[src/rtl/uart_program_loader_pkg.sv]
// Shared types and constants for the UART program loader: frame FSM states,
// the frame sync byte and the baud divisor calculation.
package loader_pkg;

  typedef enum logic [2:0] {
    IDLE,
    CNT_LO,
    CNT_HI,
    DATA,
    CSUM
  } state_t;

  localparam logic [7:0] SYNC_BYTE = 8'hA5;

  // Clock cycles per UART bit, rounded to nearest.
  function automatic int calc_div(input int clk_mhz, input int baud_rate);
    return (clk_mhz * 1000000 + baud_rate / 2) / baud_rate;
  endfunction

endpackage

[src/rtl/uart_program_loader_if.sv]
// Instruction-memory write port plus loader status, driven by the loader
// (master) and consumed by the memory / CPU wrapper (slave).
interface uart_program_loader_if #(
  parameter int SIZE = 64
);
  localparam int AW = $clog2(SIZE);

  logic          im_we;
  logic [AW-1:0] im_waddr;
  logic [31:0]   im_wdata;
  logic          cpu_hold;
  logic          load_done;
  logic          load_error;
  logic [15:0]   words_loaded;

  modport master (
    output im_we, im_waddr, im_wdata, cpu_hold, load_done, load_error, words_loaded
  );

  modport slave (
    input im_we, im_waddr, im_wdata, cpu_hold, load_done, load_error, words_loaded
  );
endinterface

[src/rtl/uart_rx_byte.sv]
// 8N1 UART byte receiver: 2-flop synchronizer, start-bit re-check at half a
// bit, mid-bit sampling LSB first, stop-bit check.
module uart_rx_byte #(
  parameter int DIV = 434
) (
  input  logic       clk,
  input  logic       rst_n,
  input  logic       rx,
  output logic [7:0] rx_byte,
  output logic       byte_valid,
  output logic       frame_err
);

  localparam int CW = $clog2(DIV + 1);

  typedef enum logic [1:0] {
    RX_IDLE,
    RX_START,
    RX_BITS,
    RX_STOP
  } rx_state_t;

  rx_state_t      st, st_nxt;
  logic [1:0]     sync;
  logic           rx_s, rx_prev;
  logic [CW-1:0]  cnt, cnt_nxt;
  logic [2:0]     bit_idx, bit_idx_nxt;
  logic [7:0]     sh, sh_nxt;

  assign rx_s    = sync[1];
  assign rx_byte = sh;

  always_ff @(posedge clk or negedge rst_n) begin
    if (!rst_n) begin
      sync    <= 2'b11;
      rx_prev <= 1'b1;
      st      <= RX_IDLE;
      cnt     <= '0;
      bit_idx <= '0;
      sh      <= '0;
    end else begin
      sync    <= {sync[0], rx};
      rx_prev <= rx_s;
      st      <= st_nxt;
      cnt     <= cnt_nxt;
      bit_idx <= bit_idx_nxt;
      sh      <= sh_nxt;
    end
  end

  always_comb begin
    st_nxt      = st;
    cnt_nxt     = cnt + 1'b1;
    bit_idx_nxt = bit_idx;
    sh_nxt      = sh;
    byte_valid  = 1'b0;
    frame_err   = 1'b0;
    unique case (st)
      RX_IDLE: begin
        cnt_nxt = '0;
        if (rx_prev && !rx_s) st_nxt = RX_START;
      end
      // A low pulse shorter than half a bit is rejected here as a glitch.
      RX_START: begin
        if (cnt == CW'(DIV / 2 - 1)) begin
          cnt_nxt     = '0;
          bit_idx_nxt = '0;
          st_nxt      = rx_s ? RX_IDLE : RX_BITS;
        end
      end
      RX_BITS: begin
        if (cnt == CW'(DIV - 1)) begin
          cnt_nxt     = '0;
          sh_nxt      = {rx_s, sh[7:1]};
          bit_idx_nxt = bit_idx + 1'b1;
          if (bit_idx == 3'd7) st_nxt = RX_STOP;
        end
      end
      RX_STOP: begin
        if (cnt == CW'(DIV - 1)) begin
          cnt_nxt    = '0;
          st_nxt     = RX_IDLE;
          byte_valid = rx_s;
          frame_err  = !rx_s;
        end
      end
      default: st_nxt = RX_IDLE;
    endcase
  end

endmodule

[src/rtl/uart_program_loader.sv]
// Loads a checksummed program image from the UART into instruction memory,
// holding the CPU in reset until a complete, verified image has been written.
module uart_program_loader
  import loader_pkg::*;
#(
  parameter int clk_mhz    = 50,
  parameter int baud_rate  = 115200,
  parameter int SIZE       = 64,
  parameter int timeout_ms = 10
) (
  input  logic                  clk,
  input  logic                  rst_n,
  input  logic                  uart_rx,
  uart_program_loader_if.master bus
);

  localparam int DIV    = calc_div(clk_mhz, baud_rate);
  localparam int AW     = $clog2(SIZE);
  localparam int TO_CYC = timeout_ms * clk_mhz * 1000;
  localparam int TW     = $clog2(TO_CYC + 1);

  logic [7:0] rx_byte;
  logic       byte_valid, frame_err;

  uart_rx_byte #(.DIV(DIV)) u_rx (
    .clk        (clk),
    .rst_n      (rst_n),
    .rx         (uart_rx),
    .rx_byte    (rx_byte),
    .byte_valid (byte_valid),
    .frame_err  (frame_err)
  );

  state_t        state, state_nxt;
  logic [15:0]   n_words;
  logic [15:0]   n_full;
  logic [1:0]    byte_idx;
  logic [AW-1:0] addr;
  logic [23:0]   word_buf;
  logic [7:0]    sum;
  logic [TW-1:0] to_cnt;
  logic          to_expire;
  logic          start_frame, set_err, write_word, csum_ok, data_byte;

  assign n_full    = {rx_byte, n_words[7:0]};
  assign to_expire = (state != IDLE) && (to_cnt == TW'(TO_CYC));

  always_comb begin
    state_nxt   = state;
    start_frame = 1'b0;
    set_err     = 1'b0;
    write_word  = 1'b0;
    csum_ok     = 1'b0;
    data_byte   = 1'b0;
    if (state != IDLE && (frame_err || to_expire)) begin
      set_err   = 1'b1;
      state_nxt = IDLE;
    end else if (byte_valid) begin
      unique case (state)
        IDLE: begin
          if (rx_byte == SYNC_BYTE) begin
            start_frame = 1'b1;
            state_nxt   = CNT_LO;
          end
        end
        CNT_LO: state_nxt = CNT_HI;
        CNT_HI: begin
          if (n_full == 16'd0) begin
            state_nxt = CSUM;
          end else if (n_full > 16'(SIZE)) begin
            set_err   = 1'b1;
            state_nxt = IDLE;
          end else begin
            state_nxt = DATA;
          end
        end
        DATA: begin
          data_byte = 1'b1;
          if (byte_idx == 2'd3) begin
            write_word = 1'b1;
            if (bus.words_loaded + 16'd1 == n_words) state_nxt = CSUM;
          end
        end
        CSUM: begin
          state_nxt = IDLE;
          if (rx_byte == sum) csum_ok = 1'b1;
          else                set_err = 1'b1;
        end
        default: state_nxt = IDLE;
      endcase
    end
  end

  always_ff @(posedge clk or negedge rst_n) begin
    if (!rst_n) begin
      state            <= IDLE;
      to_cnt           <= '0;
      n_words          <= '0;
      byte_idx         <= '0;
      addr             <= '0;
      bus.im_we        <= 1'b0;
      bus.im_waddr     <= '0;
      bus.im_wdata     <= '0;
      bus.cpu_hold     <= 1'b0;
      bus.load_done    <= 1'b0;
      bus.load_error   <= 1'b0;
      bus.words_loaded <= '0;
    end else begin
      state         <= state_nxt;
      to_cnt        <= (state == IDLE || byte_valid) ? '0 : to_cnt + 1'b1;
      bus.im_we     <= write_word;
      bus.load_done <= csum_ok;
      if (byte_valid && state == CNT_LO) n_words[7:0]  <= rx_byte;
      if (byte_valid && state == CNT_HI) n_words[15:8] <= rx_byte;
      if (start_frame) begin
        bus.cpu_hold     <= 1'b1;
        bus.load_error   <= 1'b0;
        bus.words_loaded <= '0;
        addr             <= '0;
        byte_idx         <= '0;
      end
      if (set_err)   bus.load_error <= 1'b1;
      if (csum_ok)   bus.cpu_hold   <= 1'b0;
      if (data_byte) byte_idx       <= byte_idx + 1'b1;
      // addr cannot pass SIZE-1 because N was bounded in CNT_HI.
      if (write_word) begin
        bus.im_waddr     <= addr;
        bus.im_wdata     <= {rx_byte, word_buf};
        addr             <= addr + 1'b1;
        bus.words_loaded <= bus.words_loaded + 16'd1;
      end
    end
  end

  // Datapath: word assembly and running checksum, qualified by control.
  always_ff @(posedge clk) begin
    if (start_frame) sum <= '0;
    if (data_byte) begin
      sum <= sum + rx_byte;
      if (byte_idx != 2'd3) word_buf[8*byte_idx +: 8] <= rx_byte;
    end
  end

endmodule

[src/flat_wrapper.sv]
// flat-port wrapper written by rule: the top's interface ports become plain ports
module uart_program_loader_flat import loader_pkg::*;
#(
  parameter int clk_mhz    = 50,
  parameter int baud_rate  = 115200,
  parameter int SIZE       = 64,
  parameter int timeout_ms = 10
)
  (clk, rst_n, uart_rx, bus_im_we, bus_im_waddr, bus_im_wdata, bus_cpu_hold, bus_load_done, bus_load_error, bus_words_loaded);
  uart_program_loader_if #(.SIZE(SIZE)) bus_i ();
  input  logic clk;
  input  logic rst_n;
  input  logic uart_rx;
  output wire logic [$bits(bus_i.im_we)-1:0] bus_im_we;
  output wire logic [$bits(bus_i.im_waddr)-1:0] bus_im_waddr;
  output wire logic [$bits(bus_i.im_wdata)-1:0] bus_im_wdata;
  output wire logic [$bits(bus_i.cpu_hold)-1:0] bus_cpu_hold;
  output wire logic [$bits(bus_i.load_done)-1:0] bus_load_done;
  output wire logic [$bits(bus_i.load_error)-1:0] bus_load_error;
  output wire logic [$bits(bus_i.words_loaded)-1:0] bus_words_loaded;
  assign bus_im_we = bus_i.im_we;
  assign bus_im_waddr = bus_i.im_waddr;
  assign bus_im_wdata = bus_i.im_wdata;
  assign bus_cpu_hold = bus_i.cpu_hold;
  assign bus_load_done = bus_i.load_done;
  assign bus_load_error = bus_i.load_error;
  assign bus_words_loaded = bus_i.words_loaded;
  uart_program_loader #(.clk_mhz(clk_mhz), .baud_rate(baud_rate), .SIZE(SIZE), .timeout_ms(timeout_ms)) u_core (.clk(clk), .rst_n(rst_n), .uart_rx(uart_rx), .bus(bus_i));
endmodule
[config.mk]
export PLATFORM = sky130hd
export DESIGN_NAME = uart_program_loader_flat
export DESIGN_NICKNAME = d
export VERILOG_FILES = /design/src/rtl/uart_program_loader_pkg.sv /design/src/rtl/uart_program_loader_if.sv /design/src/rtl/uart_rx_byte.sv /design/src/rtl/uart_program_loader.sv /design/src/flat_wrapper.sv
export SDC_FILE = /design/constraint.sdc
export NUM_CORES = 1
export LEC_CHECK = 0
export BUFFER_PORTS_ARGS = -buffer_cell sky130_fd_sc_hd__clkbuf_2
export CAP_MARGIN = 20
export CORE_AREA = 4 4 183 96
export DETAILED_ROUTE_END_ITERATION = 7
export DIE_AREA = 0 0 187 100
export PLACE_DENSITY = 0.64
export SLEW_MARGIN = 10
export SYNTH_ARGS = -nofsm -noshare
export SYNTH_HDL_FRONTEND = slang
export SYNTH_SLANG_ARGS = --single-unit
[constraint.sdc]
create_clock -name clk -period 3.65 [get_ports clk]
set_clock_uncertainty 0.05 [all_clocks]
set_input_delay 0.1825 -clock clk [delete_from_list [all_inputs] [get_ports clk]]
set_output_delay 0.1825 -clock clk [all_outputs]
set_load 0.005 [all_outputs]
; ---- Yosys cells after proc, flatten, opt, wreduce, memory -nomap -nowiden
; Cells that the tools add are included.
[totals]
output_inout_bits = 58
mem_bits_ro = 0
ff_bits = 161
memories = 0
mem_bits_rw = 0
latch_bits = 0
[op_classes]
n_div = 0
muxes = 60
shift = 2
add_sub_neg = 8
bitwise_logic = 0
n_eq_ne = 24
reduce_logical = 24
mul = 0
order_cmp = 1
[ops]
columns = operator, n
row1 = $neg 5->34, 1
row2 = $shift 8x34->24 const A, 1
row3 = $shiftx 8x34->24, 1
row4 = $mux 16, 2
row5 = $mux 1, 28
row6 = $pmux 9 s3, 1
row7 = $bwmux 24, 1
row8 = $mux 3, 8
row9 = $add 19x1->19 const B, 1
row10 = $eq 19x19->1 const B, 1
row11 = $mux 19, 1
row12 = $mux 2, 9
row13 = $mux 9, 2
row14 = $add 16x1->16 const B, 1
row15 = $eq 16x16->1, 1
row16 = $gt 16x7->1 const B, 1
row17 = $logic_not 16->1, 1
row18 = $mux 8, 2
row19 = $mux 6, 2
row20 = $ne 2x2->1 const B, 6
row21 = $pmux 3 s4, 1
row22 = $reduce_bool 2->1, 6
row23 = $add 9x1->9 const B, 1
row24 = $eq 9x8->1 const B, 1
row25 = other kinds (27), 39

; ---- Depth between registers and ports, before layout
; Gate-level depths: netlist of the first run.
[depth]
ltp_word = 8
mapped_depth = 10

; ---- Cells and area by module
; Synthesis of the first run repeated with hierarchy kept, for this count alone.
[hier_totals]
cells_unflattened = 763
area_unflattened_um2 = 7818.7
[modules_own_cells]
columns = module, seq_area_each_um2, area_per_inst_um2, instances, cells_per_inst
row1 = uart_program_loader, 3563.4, 6611.3, 1, 663
row2 = uart_rx_byte, 629.4, 1207.4, 1, 100

; ---- Worst setup path after synthesis of the first run
; No wires, ideal clock.
[synth_path]
path_type = register to register
from = reg u_core.u_rx.cnt[1]
to = reg u_core.word_buf[16], enable pin
slack_ns = 0.416
path_stages_with_launch = 10
setup_time_ns = 0.385
t_arrival_ns = 2.799
path_buffers = 3
required_ns = 3.215
cell_sequence = dfrtp_1 inv_1 ha_1 nand4b_4 or4_1 clkbuf_1 or3_1 clkbuf_1 clkbuf_1 nor3b_1
[synth_between]
elab_chain_cells = 7
word_cells_on_any_way = 10
[synth_rtl]
columns = element, line_no
row1 = "start, declared", uart_rx_byte.sv:26  ; logic [CW-1:0] cnt, cnt_nxt;
row2 = "start signal, assigned", uart_rx_byte.sv:45  ; cnt <= cnt_nxt;
row3 = $eq 9x9->1 (*), uart_rx_byte.sv:80  ; if (cnt == CW'(DIV - 1)) begin
row4 = $mux 1, uart_rx_byte.sv:80
row5 = $mux 1, uart_rx_byte.sv:58  ; unique case (st)
row6 = $logic_or 1x1->1, uart_program_loader.sv:55  ; if (state != IDLE && (frame_err || to_expire)) begin
row7 = $logic_and 1x1->1, uart_program_loader.sv:55
row8 = $mux 1 (*), uart_program_loader.sv:55
row9 = $reduce_and 2->1 (no line) (*), n/a
row10 = "end signal, assigned by index", uart_program_loader.sv:140  ; if (byte_idx != 2'd3) word_buf[8*byte_idx +: 8] <= rx_byte;
row11 = "end, declared", uart_program_loader.sv:39  ; logic [23:0] word_buf;
; Every way passes the cells marked *; elsewhere a longest branch is shown, timed or not.
; A chain may end at the register's enable or synchronous reset.

; ---- Final worst setup path of the first run
[layout_path]
from = reg u_core.u_rx.cnt[1]
to = reg u_core.bus.words_loaded[6]
[layout_between]
elab_chain_cells = 7
word_cells_on_any_way = 13
[layout_rtl]
columns = element, line_no
row1 = $eq 9x9->1 (*), uart_rx_byte.sv:80
row2 = $mux 1, uart_rx_byte.sv:80
row3 = $mux 1, uart_rx_byte.sv:58
row4 = $logic_or 1x1->1, uart_program_loader.sv:55
row5 = $logic_and 1x1->1, uart_program_loader.sv:55
row6 = $mux 1, uart_program_loader.sv:55
row7 = $mux 16 / $reduce_bool 2->1 (equally long branches), n/a
row8 = "end signal, assigned", uart_program_loader.sv:130  ; bus.words_loaded <= bus.words_loaded + 16'd1;
row9 = "end, declared", uart_program_loader_if.sv:17  ; output im_we, im_waddr, im_wdata, cpu_hold, load_done, load_error, words_loaded
; Marks and branches as above.

==> Implementation_results.wiki, run 1 <==
{| class="wikitable"
! Metric !! Value
|-
| Placed Cells incl. Taps || 1033
|-
| Crit path kind || register to register
|-
| Commonest cells in the netlist || sky130_fd_sc_hd__nand2_1 (156), sky130_fd_sc_hd__dfrtp_1 (126), sky130_fd_sc_hd__nor2_1 (72), sky130_fd_sc_hd__edfxtp_1 (32), sky130_fd_sc_hd__nand3_1 (32)
|-
| Number of levels the H-tree was split into || 4
|-
| Number of warnings issued by yosys || 0
|-
| Worst rel slew slack || 38.04%
|-
| Setup slack on the worst flop-to-flop path || 650 ps
|-
| Cts bufs inserted || 17
|-
| Routed wire length per instance || 16.93 um
|-
| Sum of negative setup slack || 0 ps
|-
| Top cell type's share of synthesized area || 40.22%
|-
| Drc violations || 0
|-
| Hold Path Class || register to register
|-
| Data required time at the worst endpoint || 3970 ps
|-
| Post-synthesis register bit count || 161
|-
| Area taken by flip-flops and latches || 4193 um2
|-
| Insertion delay to the later sink of the worst-skew pair || 430 ps
|-
| Area of the core || 16020 um2
|-
| # Max-Cap Violations || 0
|-
| Via count of the first global-routing pass || 5679
|-
| Avg Cell Area, Syn || 10.00 um2
|-
| Sort of element at the start of the critical path || register
|-
| Number of instances in the synthesized netlist || 784
|-
| Maximum net fanout on the critical path || 40
|-
| Final Instance Count excl. Fillers || 1067
|-
| Final core area utilization || 56.26%
|-
| Area of the mapped netlist || 7840 um2
|-
| Worst Reg2Reg Path Length in Cells || 7
|-
| Overflow left after global routing || 0
|-
| Worst-case clock buffer depth || 2
|-
| Detailed Routing Iterations Pass 1 || 5
|-
| Antenna violations before repair || 0
|-
| Detail-routed via count per cell || 5.506
|-
| Share of synthesized area occupied by flip-flops and latches || 53.48%
|-
| Multi-input gate area in the final layout || 3453 um2
|-
| Number of enable-type register cells in the synthesized netlist || 32
|-
| Leading register cell type out of synthesis || sky130_fd_sc_hd__dfrtp_1
|-
| Total clock sinks || 161
|-
| Synthesized Nets || 809
|-
| Gr usage total || 20.06%
|-
| Cell depth of the worst hold path || 0
|-
| Net count, final || 869
|-
| Post-detailed-placement half-perimeter wirelength || 12.57 mm
|-
| Horizontal die dimension || 187 um
|-
| Total routed wirelength || 18.07 mm
|-
| Quantity of I/O buffers inserted on ports || 60
|-
| Status || complete, no violations
|-
| CTS clk-pin slew, worst paths || 70 ps
|-
| Clock Tree Root || sky130_fd_sc_hd__clkbuf_16
|-
| Number of setup buffers added after CTS || 0
|-
| Placer's final routability congestion estimate || 0.9150
|-
| Count of nets left with antenna violations after detail routing || 0
|-
| Number of distinct library cells after synthesis || 59
|-
| Sort of element at the end of the critical path || register
|-
| Initial Utilization || 48.94%
|-
| Max VDD drop || 300.5 uV
|-
| ANT cells || 0
|-
| RSZ-0062 raised after global routing || false
|-
| Final period utilization || 82.32%
|-
| Fraction of final layout cells with drive strength greater than 1 || 16.34%
|-
| Syn-to-layout area delta || 14.97%
|-
| Count of endpoints failing hold in the final timing report || 0
|-
| Most used standard cell by instance count after synthesis || sky130_fd_sc_hd__nand2_1
|-
| Top cells by area, synth || sky130_fd_sc_hd__dfrtp_1 (40%), sky130_fd_sc_hd__edfxtp_1 (12%), sky130_fd_sc_hd__nand2_1 (7.5%)
|-
| Fraction of registers with async set/reset || 80.12%
|-
| Total power consumption of the routed design || 3.900 mW
|-
| Total I/O pin count || 61
|-
| Vias after detailed routing || 5875
|-
| Pwr Density || 432.7 nW/um2
|-
| Number of max-slew violations in the final report || 0
|-
| Data arrival, critical path || 3320 ps
|-
| Number of DRC markers after the initial detailed-route iteration || 370
|-
| Die H || 100 um
|-
| Final-report setup violation count || 0
|-
| Transition time at the pin with the least slew margin || 929.4 ps
|-
| Highest Clock Rate || 332.8 MHz
|-
| First-pass GRT wire length || 29.91 mm
|-
| Rows || 33
|-
| Leakage power total || 4.169 nW
|-
| Pin count of the biggest net entering global routing || 70
|-
| Total Die Area || 18700 um2
|-
| Clock period minus final worst setup slack || 3005 ps
|-
| Most area-hungry cell type in the Yosys netlist || sky130_fd_sc_hd__dfrtp_1
|-
| Filler Cells Inserted || 1390
|-
| Clock tree from TritonCTS || built
|}
[repair_timing]
action,CTS,global route
gates resized for setup,0,0
hold endpoints to repair,67,0
hold buffers,2,0
[routing by layer]
layer / track usage, % / share of wire [%] / vias to the layer above
met5: 0 / 0 / -
met2: 27.40 / 40 / 162
met1: 31.15 / 53 / 2872
met3: 5.733 / 6.2 / 14
li1: - / - / 2827
met4: 5.281 / 0.94 / 0
[critical path, cell delays in order, from the launching register on]
cell	delay (ps)
sky130_fd_sc_hd__dfrtp_1	420
sky130_fd_sc_hd__inv_1	90
sky130_fd_sc_hd__ha_1	200
sky130_fd_sc_hd__nand4b_4	120
sky130_fd_sc_hd__or4_1	630
sky130_fd_sc_hd__or4_4	760
sky130_fd_sc_hd__or4_1	570
sky130_fd_sc_hd__nand2_1	90
[cells by family (layout without fill, tap and decap cells)]
family	Yosys count	count (layout)	synth area share, %
and+or+nand+nor	383	383	23.94
DFF	161	161	53.48
AOI/OAI and AO/OA	91	91	7.070
buffers and inverters	51	124	2.553
xor gates and xnor gates	48	48	5.362
muxes	28	28	3.990
adders and majority gates	22	22	3.607
[layout make-up]
type	instances	area share [%]
Clock buffer	20	5.316
Clock inverter	12	1.555
Inverter	20	0.8329
Multi-Input combinational cell	572	38.31
Sequential cell	161	46.52
Tap cell	210	2.915
Timing Repair Buffer	72	4.553
[sequential cells by signal (all words and copies together) (netlist names), named ones only]
signal / count
u_core.bus.cpu_hold: 1
u_core.addr: 6
u_core.sum: 8
u_core.word_buf: 24
u_core.bus.load_error: 1
u_core.u_rx.st: 1
u_core.bus.load_done: 1
u_core.state: 3
u_core.bus.im_wdata: 32
u_core.bus.words_loaded: 16
u_core.u_rx.sync: 2
u_core.u_rx.rx_byte: 8
u_core.to_cnt: 19
u_core.bus.im_we: 1
u_core.n_words: 16
u_core.u_rx.bit_idx: 3
u_core.u_rx.cnt: 9
u_core.u_rx.rx_prev: 1
u_core.byte_idx: 2
u_core.bus.im_waddr: 6
[placed cells by master, fill, tap and decap left out, drive strengths merged, types with 11 or more instances in the layout]
cell type / n
inv: 26
a21oi: 15
ha: 21
nand4: 13
and2: 26
dfrtp: 126
mux2: 26
nor2: 73
nor3: 16
xnor2: 22
nand2: 156
clkbuf: 79
nand3: 32
buf: 11
xor2: 26
edfxtp: 32
o21ai: 43
[where the power goes]
| part | leakage, nW | switching, mW | internal [mW] | total [mW] |
|---|---|---|---|---|
| Combinational | 1.86 | 0.0884 | 0.0451 | 0.134 |
| Clock | 0.300 | 0.770 | 1.10 | 1.87 |
| Sequential | 2.01 | 0.0421 | 1.85 | 1.89 |
[path summary, 6_finish.rpt]
| kind | to | start |
|---|---|---|
| worst min register to register | u_core.u_rx.sync[1] | u_core.u_rx.sync[0] |
| worst max-delay path | u_core.bus.words_loaded[6] | u_core.u_rx.cnt[1] |
| max in group asynchronous | u_core.u_rx.sync[0] | rst_n |
| worst min-delay path | u_core.u_rx.sync[1] | u_core.u_rx.sync[0] |
| min in group asynchronous | u_core.state[2] | rst_n |
| worst max register to register | u_core.bus.words_loaded[6] | u_core.u_rx.cnt[1] |
[stage by stage]
step / hold slack [ps] / area [um2] / worst slack, ps
floorplan: -163.1 / 7840 / 415.8
detailed placement: 222.5 / 8374 / 649.7
CTS: 307.7 / 9014 / 648.8
global route: 313.2 / 9014 / 467.4
global placement: 222.1 / 8374 / 706.4
finish: 306.9 / 9014 / 645.3
No activity file was read; power rests on OpenSTA's default activity.
==> run 2: changes to the inputs <==
clock period = 2.9 ns   (was 3.65 ns; I/O delays follow)
==> run 2 against run 1 <==
- cell area rose by 2.0%
- sequential share of layout area is 0.91 points lower
- combinational power rose by 53%
- via count up 3.3%
- critical path depth rose by 1
- clock-buffer cell count down 2
- register-to-register slack lost 490 ps
- first-iteration DRC count up 12%
- sequential cell count stayed put
==> Implementation_results.wiki, run 2 (synthesis results as in run 1) <==
{| class="wikitable"
! Metric !! Value
|-
| Final period utilization || 94.52%
|-
| Max VDD drop || 391.6 uV
|-
| Worst rel slew slack || 47.48%
|-
| Count of endpoints failing hold in the final timing report || 0
|-
| Initial Utilization || 48.94%
|-
| Number of DRC markers after the initial detailed-route iteration || 414
|-
| Switching portion of total power || 24.64%
|-
| WHS || 230.2 ps
|-
| Combinational share of power || 4.3%
|-
| # Max-Cap Violations || 0
|-
| Pwr Density || 513.4 nW/um2
|-
| Leakage power total || 4.278 nW
|-
| Highest Clock Rate || 364.8 MHz
|-
| Rows || 33
|-
| Post-detailed-placement half-perimeter wirelength || 13.46 mm
|-
| Total Die Area || 18700 um2
|-
| Fraction of final layout cells with drive strength greater than 1 || 18.93%
|-
| Most frequent standard cell in the layout excluding fill and tap cells || sky130_fd_sc_hd__nand2_1
|-
| Antenna violations before repair || 0
|-
| ANT cells || 0
|-
| Routed wire length per instance || 17.33 um
|-
| Worst-case clock buffer depth || 2
|-
| Post-route standard cell area excluding fillers || 9193 um2
|-
| Detailed Routing Iterations Pass 1 || 5
|-
| Data arrival, critical path || 2770 ps
|-
| Worst reg2reg path startpoint || u_core.u_rx.cnt[1]
|-
| Cell area after placement || 8571 um2
|-
| Pin count of the biggest net entering global routing || 84
|-
| Worst slack, placed || 102.5 ps
|-
| Area of the core || 16020 um2
|-
| Clock tree from TritonCTS || built
|-
| Sequential fraction of design power || 50.2%
|-
| Worst Reg2Reg Path Length in Cells || 8
|-
| Data required time at the worst endpoint || 2930 ps
|-
| Gr usage total || 21.30%
|-
| First-pass GRT wire length || 31.71 mm
|-
| Insertion delay to the later sink of the worst-skew pair || 420 ps
|-
| Count of nets left with antenna violations after detail routing || 0
|-
| Transition time at the pin with the least slew margin || 787.8 ps
|-
| Quantity of I/O buffers inserted on ports || 60
|-
| Cts bufs inserted || 17
|-
| Vias after detailed routing || 6070
|-
| RSZ-0062 raised after global routing || false
|-
| Largest register FFs || 32
|-
| Die H || 100 um
|-
| Sort of element at the start of the critical path || register
|-
| Worst Setup Slack, final || 158.8 ps
|-
| Total routed wirelength || 18.92 mm
|-
| Clock period minus final worst setup slack || 2741 ps
|-
| Leading cell types in the layout, fill and taps excluded || sky130_fd_sc_hd__nand2_1 (156), sky130_fd_sc_hd__dfrtp_1 (126), sky130_fd_sc_hd__nor2_1 (72)
|-
| Detail-routed via count per cell || 5.559
|-
| Overflow left after global routing || 0
|-
| Final-report setup violation count || 0
|-
| Net count, final || 894
|-
| CTS clk-pin slew, worst paths || 70 ps
|-
| Number of max-slew violations in the final report || 0
|-
| Drc violations || 0
|-
| Setup slack on the worst flop-to-flop path || 160 ps
|-
| Clock Tree Root || sky130_fd_sc_hd__clkbuf_16
|-
| Net switching power || 1.163 mW
|-
| Hold Path Class || input port to asynchronous set/reset pin
|-
| Crit path kind || register to register
|-
| Register bank with the most flops || u_core.bus.im_wdata
|-
| Total I/O pin count || 61
|-
| Horizontal die dimension || 187 um
|-
| Syn-to-layout area delta || 17.25%
|-
| Status || complete, no violations
|-
| Total clock sinks || 161
|-
| Number of levels the H-tree was split into || 4
|-
| Sort of element at the end of the critical path || register
|-
| Critical register-to-register path endpoint || u_core.sum[3]
|-
| Cell Int Power || 3.557 mW
|-
| Top Registers || u_core.bus.im_wdata (32), u_core.word_buf (24), u_core.to_cnt (19)
|-
| Via count of the first global-routing pass || 5960
|-
| Placer's final routability congestion estimate || 0.9959
|-
| Relative contribution of the clock network to total power || 45.5%
|-
| Maximum net fanout on the critical path || 8
|}
-- run 2: changes by cell type in the layout (fill, tap and decap cells not counted), moves of 2 or more --
cell	change
sky130_fd_sc_hd__buf_12	+2
sky130_fd_sc_hd__buf_4	+22
sky130_fd_sc_hd__bufinv_16	-2
sky130_fd_sc_hd__clkbuf_16	-2
sky130_fd_sc_hd__clkinv_4	+4
sky130_fd_sc_hd__inv_6	-3
sky130_fd_sc_hd__inv_8	+2
-- run 2: final cells by class --
cell class	count	area (um2)
Fill cell	1357	6828
Sequential cell	161	4193
Multi-Input combinational cell	572	3470
Timing Repair Buffer	97	625.6
Clock buffer	18	439.2
Tap cell	210	262.8
Clock inverter	14	127.6
Inverter	20	75.07
-- run 2: per-stage QoR --
stage	total power [mW]	setup TNS [ps]	utilization, %	cells
detailed placement	2.615	0	53.50	1056
global route	4.903	0	57.38	1092
floorplan	2.521	-2223	-	784
global placement	2.608	0	53.50	1056
CTS	4.775	0	57.22	1091
finish	4.720	0	57.38	1092
-- run 2: timing repair --
item	in CTS	in global routing
setup endpoints to repair	0	16
setup buffers	0	1
hold buffers	3	0
hold endpoints to repair	127	0
gates resized for setup	0	1
-- run 2: worst max-delay path by stage --
stage	start	endpoint	depth (start not counted)
2_1_floorplan	u_core.u_rx.cnt[1]	u_core.word_buf[10]	8
3_3_place_gp	u_core.u_rx.cnt[1]	u_core.word_buf[19]	6
3_5_place_dp	u_core.u_rx.cnt[1]	u_core.word_buf[20]	6
4_1_cts	u_core.u_rx.cnt[1]	u_core.word_buf[17]	6
5_1_grt	u_core.u_rx.cnt[1]	u_core.bus.words_loaded[3]	9
6_report	u_core.u_rx.cnt[1]	u_core.sum[3]	8
-- run 2: layer usage --
layer  track usage [%]  up-vias  wire, um
met1             32.59     2972      9601
met2             30.03      189      7704
met4             4.656        0       140
met3             6.289       17      1476
li1                  -     2892         -
met5                 0        -         0
-- run 2: power by group through the flow --
stage	clock network [mW]	logic [mW]	registers (mW)
after global placement	0	0.200	2.41
after detailed placement	0	0.204	2.41
after global routing	2.30	0.234	2.37
after CTS	2.20	0.208	2.37
final	2.15	0.205	2.37
after floorplan	0	0.117	2.40
-- run 2: worst max-delay path, stage by stage, from the launching register on --
cell                       delay (ps)
sky130_fd_sc_hd__dfrtp_1          420
sky130_fd_sc_hd__inv_1            110
sky130_fd_sc_hd__ha_1             190
sky130_fd_sc_hd__nand4b_4         120
sky130_fd_sc_hd__or4_1            530
sky130_fd_sc_hd__buf_4            190
sky130_fd_sc_hd__nand2b_1         170
sky130_fd_sc_hd__or2_1            270
sky130_fd_sc_hd__nand2_1          330
==> run 3: changes to the inputs <==
CORE_AREA = 4 4 120 145   (was 4 4 183 96)
DIE_AREA = 0 0 124 149   (was 0 0 187 100)
==> run 3 against run 2 <==
- critical path type unchanged
- combinational power is 7% higher
- via count is 4.0% lower
- utilization is 0.17 points lower
- sequential power hardly changed
- sequential cell count stayed put
- final cell count is 0.37% lower
- register-to-register slack worse by 30 ps
- routed wire length is 8.3% lower
- power is 1.4% higher
- die area is 1.2% lower
- largest power group unchanged
- first-iteration DRC count is 5.6% lower
- largest cell class unchanged
- cell area is 0.31% lower
==> Implementation_results.wiki, run 3 (synthesis results as in run 1) <==
{| class="wikitable"
! Metric !! Value
|-
| Status || complete, no violations
|-
| Clock Tree Root || sky130_fd_sc_hd__clkbuf_16
|-
| Placer's final routability congestion estimate || 0.9371
|-
| Clock period minus final worst setup slack || 2771 ps
|-
| Multi-input gate area in the final layout || 3465 um2
|-
| Insertion delay to the later sink of the worst-skew pair || 430 ps
|-
| Vias after detailed routing || 5828
|-
| Maximum net fanout on the critical path || 17
|-
| Total power consumption of the routed design || 4.786 mW
|-
| Rows || 51
|-
| Top Registers || u_core.bus.im_wdata (32), u_core.word_buf (24), u_core.to_cnt (19)
|-
| Worst-case clock buffer depth || 2
|-
| Net switching power || 1.217 mW
|-
| Number of DRC markers after the initial detailed-route iteration || 391
|-
| Drc violations || 0
|-
| Area taken by flip-flops and latches || 4193 um2
|-
| Final core area utilization || 57.21%
|-
| Final-report setup violation count || 0
|-
| Leakage power total || 4.266 nW
|-
| Fraction of final layout cells with drive strength greater than 1 || 18.38%
|-
| Switching portion of total power || 25.43%
|-
| Count of nets left with antenna violations after detail routing || 0
|-
| Transition time at the pin with the least slew margin || 807.5 ps
|-
| ANT cells || 0
|-
| Sum of negative setup slack || 0 ps
|-
| Final Instance Count excl. Fillers || 1088
|-
| Sequential fraction of design power || 49.3%
|-
| RSZ-0062 raised after global routing || false
|-
| Antenna violations before repair || 0
|-
| Placed Cells incl. Taps || 1054
|-
| Cell area after placement || 8556 um2
|-
| Number of levels the H-tree was split into || 4
|-
| Total clock sinks || 161
|-
| Worst reg2reg path startpoint || u_core.u_rx.cnt[1]
|-
| Area of the core || 16020 um2
|-
| Number of max-slew violations in the final report || 0
|-
| Hold Path Class || input port to asynchronous set/reset pin
|-
| Data arrival, critical path || 2870 ps
|-
| Total routed wirelength || 17.35 mm
|-
| Relative contribution of the clock network to total power || 46.1%
|-
| Gr usage total || 20.32%
|-
| Worst rel slew slack || 46.16%
|-
| Count of endpoints failing hold in the final timing report || 0
|-
| Total Die Area || 18480 um2
|-
| Filler Cells Inserted || 1419
|-
| Pwr Density || 522.2 nW/um2
|-
| Data required time at the worst endpoint || 3000 ps
|-
| Sort of element at the start of the critical path || register
|-
| Detailed Routing Iterations Pass 1 || 5
|-
| Total I/O pin count || 61
|-
| Most frequent standard cell in the layout excluding fill and tap cells || sky130_fd_sc_hd__nand2_1
|-
| WHS || 243.4 ps
|-
| Sort of element at the end of the critical path || register
|-
| Routed wire length per instance || 15.94 um
|-
| Horizontal die dimension || 124 um
|-
| Final period utilization || 95.54%
|-
| First-pass GRT wire length || 29.75 mm
|-
| Highest Clock Rate || 360.9 MHz
|-
| Overflow left after global routing || 0
|-
| Number of gates resized after CTS || 0
|-
| # Max-Cap Violations || 0
|-
| Largest register FFs || 32
|-
| Leading cell types in the layout, fill and taps excluded || sky130_fd_sc_hd__nand2_1 (156), sky130_fd_sc_hd__dfrtp_1 (126), sky130_fd_sc_hd__nor2_1 (72)
|-
| Crit path launch || u_core.u_rx.cnt[1]
|-
| Quantity of I/O buffers inserted on ports || 60
|-
| CTS clk-pin slew, worst paths || 70 ps
|-
| Detail-routed via count per cell || 5.357
|-
| Crit path kind || register to register
|-
| Worst Setup Slack, final || 129.2 ps
|-
| Initial Utilization || 48.95%
|-
| Combinational share of power || 4.6%
|-
| Worst Reg2Reg Path Length in Cells || 8
|-
| Clock tree from TritonCTS || built
|-
| Die H || 149 um
|-
| Post-route standard cell area excluding fillers || 9164 um2
|-
| Setup slack on the worst flop-to-flop path || 130 ps
|-
| Register bank with the most flops || u_core.bus.im_wdata
|-
| Cell Int Power || 3.568 mW
|-
| Cts bufs inserted || 17
|-
| Pin count of the biggest net entering global routing || 78
|-
| Net count, final || 888
|-
| Critical register-to-register path endpoint || u_core.word_buf[6]
|-
| Worst slack, placed || 138.4 ps
|-
| Max VDD drop || 320.0 uV
|-
| Via count of the first global-routing pass || 6099
|-
| Post-detailed-placement half-perimeter wirelength || 12.25 mm
|-
| Syn-to-layout area delta || 16.88%
|}
run 3: area by class of cell:
cell class	instances	area share, %
Clock inverter	15	1.775
Multi-Input combinational cell	572	37.81
Clock buffer	17	4.642
Inverter	20	0.8192
Timing Repair Buffer	91	6.308
Tap cell	212	2.895
Sequential cell	161	45.75
run 3: routing by layer:
layer,vias up,GRT usage [%],wire length (um)
li1,2876,-,-
met1,2814,25.65,7550
met2,119,34.61,8883
met3,19,3.983,651
met4,0,7.123,262
met5,-,0,0
run 3: worst max-delay path, stage by stage (launching register included):
cell,delay [ps]
sky130_fd_sc_hd__dfrtp_1,420
sky130_fd_sc_hd__inv_1,100
sky130_fd_sc_hd__ha_1,190
sky130_fd_sc_hd__nand4b_4,110
sky130_fd_sc_hd__or4_1,550
sky130_fd_sc_hd__or3_1,420
sky130_fd_sc_hd__buf_12,170
sky130_fd_sc_hd__nor3b_1,240
sky130_fd_sc_hd__buf_4,210
run 3: timing repair:
item	4_1_cts	5_1_grt
hold buffers	2	0
setup buffers	0	0
endpoints found under the hold margin	53	0
run 3: power groups by stage:
stage               combinational, mW  sequential [mW]  clock (mW)
finish                          0.220             2.36        2.20
global route                    0.248             2.36        2.36
CTS                             0.226             2.36        2.26
detailed placement              0.220             2.40           0
global placement                0.209             2.40           0
floorplan                       0.117             2.40           0
run 3: how the worst max path moves through the flow:
stage                                        endpoint  slack [ps]  cells after the start
after CTS                          u_core.word_buf[6]         130                      8
after detailed placement           u_core.word_buf[0]         140                      8
after global placement             u_core.word_buf[5]         180                      8
final                              u_core.word_buf[6]         130                      8
after floorplan                   u_core.word_buf[10]        -140                      8
after global routing      u_core.bus.words_loaded[11]           3                      9
